--- src/rtl/pa_isa_pkg.sv ---
// Shared ISA definitions: opcode constants, function types and the
// records exchanged between pre-decode and the hazard scoreboard.
package pa_isa_pkg;

    localparam int DEFAULT_LATENCY = 3;

    // Non-branch opcode space
    localparam logic [6:0] OP_NOP        = 7'd0;
    localparam logic [6:0] OP_ADD        = 7'd1;
    localparam logic [6:0] OP_SUB        = 7'd2;
    localparam logic [6:0] OP_MUL        = 7'd3;
    localparam logic [6:0] OP_LDI        = 7'd10;
    localparam logic [6:0] OP_LD         = 7'd11;
    localparam logic [6:0] OP_ST         = 7'd12;
    localparam logic [6:0] OP_FRAME_INC  = 7'd20;
    localparam logic [6:0] OP_FRAME_DEC  = 7'd21;
    localparam logic [6:0] OP_FRAME_PUSH = 7'd22;
    localparam logic [6:0] OP_FRAME_POP  = 7'd23;
    localparam logic [6:0] OP_FRAME_JMP  = 7'd24;

    // Branch opcode space: 1-4 compare two registers, 5-8 test one
    localparam logic [6:0] BR_EQ  = 7'd1;
    localparam logic [6:0] BR_NE  = 7'd2;
    localparam logic [6:0] BR_LT  = 7'd3;
    localparam logic [6:0] BR_GE  = 7'd4;
    localparam logic [6:0] BR_Z   = 7'd5;
    localparam logic [6:0] BR_NZ  = 7'd6;
    localparam logic [6:0] BR_NEG = 7'd7;
    localparam logic [6:0] BR_POS = 7'd8;

    typedef enum logic [1:0] {
        FUNC_ARITH  = 2'd0,
        FUNC_MEM    = 2'd1,
        FUNC_BRANCH = 2'd2,
        FUNC_FRAME  = 2'd3
    } func_type_e;

    typedef struct packed {
        logic p_read;
        logic p_write;
        logic s_read;
        logic is_frame;
    } op_usage_t;

    typedef struct packed {
        logic       valid;
        logic [4:0] dest;
    } sb_entry_t;

endpackage

--- src/rtl/op_usage_predecode.sv ---
// Combinational register-usage pre-decode; shared with the Decode stage.
module op_usage_predecode
    import pa_isa_pkg::*;
(
    input  logic       is_branch,
    input  logic       instruction_format,
    input  logic [6:0] opcode,
    output op_usage_t  usage
);

    always_comb begin
        usage = '0;
        if (is_branch) begin
            if (opcode >= BR_EQ && opcode <= BR_POS) begin
                usage.p_read = 1'b1;
                usage.s_read = ~instruction_format & (opcode <= BR_GE);
            end
        end else begin
            case (opcode)
                OP_ADD, OP_SUB, OP_MUL: begin
                    usage.p_read  = 1'b1;
                    usage.p_write = 1'b1;
                    usage.s_read  = ~instruction_format;
                end
                OP_LDI, OP_LD: begin
                    usage.p_write = 1'b1;
                    usage.s_read  = ~instruction_format;
                end
                OP_ST: begin
                    usage.p_read = 1'b1;
                    usage.s_read = ~instruction_format;
                end
                OP_FRAME_INC, OP_FRAME_DEC, OP_FRAME_PUSH, OP_FRAME_POP, OP_FRAME_JMP: begin
                    usage.is_frame = 1'b1;
                    usage.s_read   = ~instruction_format & (opcode == OP_FRAME_JMP);
                end
                default: usage = '0;
            endcase
        end
    end

endmodule

--- src/rtl/dependency_check.sv ---
// Read-after-write hazard unit: shift-register scoreboard of recent writes
// and the stall line that holds fetch and Decode.
module dependency_check
    import pa_isa_pkg::*;
#(
    parameter int LATENCY = DEFAULT_LATENCY
)
(
    input  logic        clock_i,
    input  logic        reset_i,
    input  logic        enable_i,
    input  logic        flushBack_i,
    input  logic        isBranch_i,
    input  logic        instructionFormat_i,
    input  logic [6:0]  opcode_i,
    input  logic [4:0]  primOperand_i,
    input  logic [15:0] secOperand_i,
    output logic        stall_o,
    output logic        busy_o,
    output logic [15:0] stallCount_o
);

    localparam int DEPTH = LATENCY - 1;

    op_usage_t   usage;
    sb_entry_t   sb_q [DEPTH];
    sb_entry_t   ins_entry;
    logic        hazard;
    logic        busy_q;
    logic        busy_next;
    logic [15:0] stall_cnt_q;
    logic        unused_sec_bits;

    assign unused_sec_bits = ^secOperand_i[15:5];

    op_usage_predecode u_predecode (
        .is_branch          (isBranch_i),
        .instruction_format (instructionFormat_i),
        .opcode             (opcode_i),
        .usage              (usage)
    );

    always_comb begin
        hazard = usage.is_frame & busy_q;
        for (int i = 0; i < DEPTH; i++) begin
            if (sb_q[i].valid) begin
                if (usage.p_read && sb_q[i].dest == primOperand_i)
                    hazard = 1'b1;
                if (usage.s_read && sb_q[i].dest == secOperand_i[4:0])
                    hazard = 1'b1;
            end
        end
    end

    assign stall_o = enable_i & ~flushBack_i & ~reset_i & hazard;

    // busy reflects the entries that will be held after the edge, so the
    // oldest entry (about to be discarded) is left out of the OR.
    always_comb begin
        ins_entry.valid = enable_i & ~stall_o & ~flushBack_i & usage.p_write;
        ins_entry.dest  = primOperand_i;
        busy_next       = ins_entry.valid;
        for (int i = 0; i < DEPTH - 1; i++)
            busy_next = busy_next | sb_q[i].valid;
    end

    always_ff @(posedge clock_i) begin
        if (reset_i) begin
            for (int i = 0; i < DEPTH; i++)
                sb_q[i] <= '0;
            busy_q      <= 1'b0;
            stall_cnt_q <= 16'd0;
        end else begin
            sb_q[0] <= ins_entry;
            for (int i = 1; i < DEPTH; i++)
                sb_q[i] <= sb_q[i-1];
            busy_q <= busy_next;
            if (stall_o && stall_cnt_q != 16'hFFFF)
                stall_cnt_q <= stall_cnt_q + 16'd1;
        end
    end

    assign busy_o       = busy_q;
    assign stallCount_o = stall_cnt_q;

endmodule

--- config.mk ---
export PLATFORM = sky130hd
export DESIGN_NAME = dependency_check
export DESIGN_NICKNAME = d
export VERILOG_FILES = /design/src/rtl/pa_isa_pkg.sv /design/src/rtl/op_usage_predecode.sv /design/src/rtl/dependency_check.sv
export SDC_FILE = /design/constraint.sdc
export NUM_CORES = 1
export LEC_CHECK = 0
export BUFFER_PORTS_ARGS = -buffer_cell sky130_fd_sc_hd__buf_2
export CAP_MARGIN = 10
export CELL_PAD_IN_SITES_DETAIL_PLACEMENT = 0
export CELL_PAD_IN_SITES_GLOBAL_PLACEMENT = 2
export CORE_MARGIN = 8
export CORE_UTILIZATION = 29
export CTS_CLUSTER_DIAMETER = 30
export DETAILED_ROUTE_END_ITERATION = 6
export GPL_TIMING_DRIVEN = 0
export HOLD_SLACK_MARGIN = 0.1
export PLACE_DENSITY = 0.77
export SYNTH_ARGS = -nofsm -noshare
export SYNTH_HDL_FRONTEND = slang
export SYNTH_HIERARCHICAL = 1
export SYNTH_SLANG_ARGS = --single-unit
--- constraint.sdc ---
create_clock -name clock_i -period 2.3 [get_ports clock_i]
set_input_delay 0.115 -clock clock_i [delete_from_list [all_inputs] [get_ports clock_i]]
set_output_delay 0.115 -clock clock_i [all_outputs]
set_load 0.02 [all_outputs]
==> metrics.json <==
{
  "status": {
    "run_status": "complete, no violations"
  },
  "yosys": {
    "synth_warnings": 6,
    "ys_top_cells_by_area": "sky130_fd_sc_hd__dfxtp_1 (34%), sky130_fd_sc_hd__xnor2_1 (10%), sky130_fd_sc_hd__nor2b_1 (5.5%)",
    "yosysUniqueCellTypes": 47,
    "ys_seq_elements": 29,
    "post_synth.cell_area_avg_um2": 8.96,
    "synth-seq-area-share_pct": 34.3,
    "postSynthCellCount": 189,
    "post-synth-top-area-cell": "sky130_fd_sc_hd__dfxtp_1",
    "synth.net_count": 224,
    "synth_largest_type_area_fraction_pct": 34.3,
    "netlist_area_um2": 1690
  },
  "clock_network": {
    "clk_path_buf_depth": 2,
    "numCtsBuffers": 5,
    "clk_pin_slew_ns": 0.07,
    "cts_htree_levels": 2,
    "cts.sink_count": 29,
    "cts.repair.resized": 0,
    "clk_latency_ns": 0.28,
    "tritoncts": "yes",
    "cts_root_buffer": "sky130_fd_sc_hd__clkbuf_8"
  },
  "power_and_ir_drop": {
    "p_leak_uw": 0.000755,
    "powerDensity_nw_per_um2": 501,
    "ir_worst_vdd_uv": 306
  },
  "final_layout": {
    "finalInstanceArea_um2": 2090,
    "antenna_cells_inserted": 0,
    "fin_nets": 272,
    "final_layout_size_suffix_gt1_share_pct": 30.7,
    "area_growth_pct": 23.5,
    "layout.core_utilization_pct": 36.2
  },
  "routing": {
    "drt_first_iter_violations": 40,
    "drcViolationCount": 0,
    "routed_wirelength_um": 4470,
    "detailroute.via_count": 1495,
    "drtAntennaViolNets": 0,
    "viasPerCell": 4.78,
    "drt-wirelength-per-cell_um": 14.3,
    "drt-pass1-iter-count": 4
  },
  "placed_design": {
    "io_buffer_count": 38,
    "dpl-instance-area_um2": 1980,
    "routabilityCongestion": 0.757,
    "hpwlAfterDp_um": 3300
  },
  "setup_path": {
    "critPathLaunchType": "primary input",
    "timing.critical_path.to_type": "output pin",
    "required_ns": 2.18,
    "critPathMaxFanout": 10,
    "worst-setup-path-type": "primary input to output pin",
    "cp.arrival_ns": 2.01
  },
  "hold_path": {
    "hold_path.class": "primary input to flop"
  },
  "global_routing": {
    "grt_max_degree": 11,
    "grt_usage_pct": 11.1,
    "grt_pass1_wl_um": 7670,
    "number_of_antenna_violations_at_the_first_check_in_global_routing": 0,
    "first_global_vias": 1525,
    "globalRoute.totalOverflow": 0
  },
  "sta": {
    "setup_viol_count_final": 0,
    "worstMarginPinSlew_ns": 0.669,
    "setup_tns_ns": 0,
    "final.period_utilization_pct": 92.3,
    "slew_hr_pct": 55.4,
    "maximum_clock_rate_mhz": 471,
    "fin_worst_skew_ns": 0.00291,
    "timing.final.max_slew_violations": 0,
    "unrepaired_setup_endpoints_after_global_routing": "false",
    "final_hold_viol_count": 0,
    "layout_min_cycle_time_ns": 2.12
  },
  "die": {
    "die_w_um": 92.4,
    "fp.dieH_um": 92.4,
    "std_cell_rows": 28,
    "io_pins": 52,
    "core-area_um2": 5780,
    "design.die.area_um2": 8540,
    "start_util_pct": 29.3
  },
  "flow_run": {
    "drv_cap": 0
  }
}
-- synth_stat cells, drive strengths merged --
cell type	count
o211a	1
nand2	10
and2	2
nor4b	2
o21a	2
and4	1
a31oi	1
nand4b	1
nor2	10
o22ai	1
or4	3
a2111oi	1
nor4	2
xnor2	20
inv	4
mux2	2
nand3	11
xor2	1
o211ai	1
dfxtp	29
a21oi	11
or3b	1
o2111ai	1
nand4	10
buf	4
and3	4
or2	1
or3	11
o31ai	2
clkbuf	3
o41ai	1
nor2b	15
nor3	5
o21ai	12
o311ai	1
ha	1
nand3b	1
-- cell usage in the layout (no fill, tap or decap), types with 5 or more instances in the layout --
cell type	count
sky130_fd_sc_hd__nand2_1	9
sky130_fd_sc_hd__nor2_1	9
sky130_fd_sc_hd__clkbuf_8	5
sky130_fd_sc_hd__or3_1	10
sky130_fd_sc_hd__nand3_1	11
sky130_fd_sc_hd__o21ai_2	6
sky130_fd_sc_hd__xnor2_1	20
sky130_fd_sc_hd__a21oi_2	7
sky130_fd_sc_hd__dfxtp_1	29
sky130_fd_sc_hd__nor2b_1	15
sky130_fd_sc_hd__buf_2	39
sky130_fd_sc_hd__nor3_1	5
sky130_fd_sc_hd__nand4_1	10
-- worst paths after layout --
check                                       from                to  slack (ns)  depth (start not counted)
worst max-delay path                 opcode_i[6]           stall_o        0.18                         11
worst min-delay path            primOperand_i[1]        sb_q[0][1]        0.11                          2
worst max register to register   stallCount_o[4]   stallCount_o[7]        0.33                          6
worst min register to register  stallCount_o[10]  stallCount_o[10]        0.50                          2
-- flip-flops by register name (all words and copies together) (netlist names) --
| name | count |
|---|---|
| busy_o | 1 |
| stallCount_o | 16 |
| sb_q | 12 |
-- per-stage QoR --
stage               total power [uW]  cells  worst slack [ns]  hold slack, ns
floorplan                        590    189             0.310           0.243
global placement                 634    302          -0.00283           0.385
detailed placement               634    302            0.0168           0.396
finish                          1050    313             0.178           0.109
CTS                             1070    312            0.0178           0.106
global route                    1090    313            0.0428           0.115
-- critical path: stages --
cell,delay (ns)
sky130_fd_sc_hd__buf_2,0.11
sky130_fd_sc_hd__or3_4,0.40
sky130_fd_sc_hd__nor4b_2,0.29
sky130_fd_sc_hd__nand3b_1,0.18
sky130_fd_sc_hd__nand2_1,0.08
sky130_fd_sc_hd__o22ai_2,0.18
sky130_fd_sc_hd__a2111oi_4,0.11
sky130_fd_sc_hd__buf_6,0.16
sky130_fd_sc_hd__buf_12,0.14
sky130_fd_sc_hd__nor2_1,0.07
sky130_fd_sc_hd__buf_2,0.16
-- layout make-up --
type,count,area (um^2)
repair buffers,41,218
fillers,617,3690
multi-input cells,149,1040
inverters,4,15.0
clock buffers,5,68.8
well taps,75,93.8
plain buffers,7,58.8
clock inverters,3,17.5
flip-flops and latches,29,581
-- metal layers --
metal	GRT usage [%]	share of wire (%)	vias up
met5	0	0	-
met1	13.9	48	670
met3	5.18	8.0	5
li1	-	-	782
met4	3.22	1.1	0
met2	16.6	43	38
-- what timing repair did --
| item | 4_1_cts | 5_1_grt |
|---|---|---|
| endpoints found under the hold margin | 2 | 0 |
| setup buffers | 0 | 1 |
| hold buffers | 2 | 0 |
| endpoints found under the setup margin | 0 | 1 |
-- power breakdown --
| part | total (uW) | internal [uW] | switching, uW |
|---|---|---|---|
| combinational | 105 | 51.9 | 53.5 |
| sequential | 518 | 510 | 7.88 |
| clock | 423 | 208 | 215 |
-- kinds of logic (layout without fill, tap and decap cells) --
| family | after synthesis | in the layout | synth area share, % |
|---|---|---|---|
| compound gates | 35 | 35 | 16.8 |
| xor+xnor | 21 | 21 | 10.9 |
| fa+ha+maj | 1 | 1 | 0.738 |
| buf+inv | 11 | 60 | 4.36 |
| flops | 29 | 29 | 34.3 |
| mux | 2 | 2 | 1.55 |
| simple gates | 90 | 90 | 31.5 |
Power figures use the tool's default switching activity.
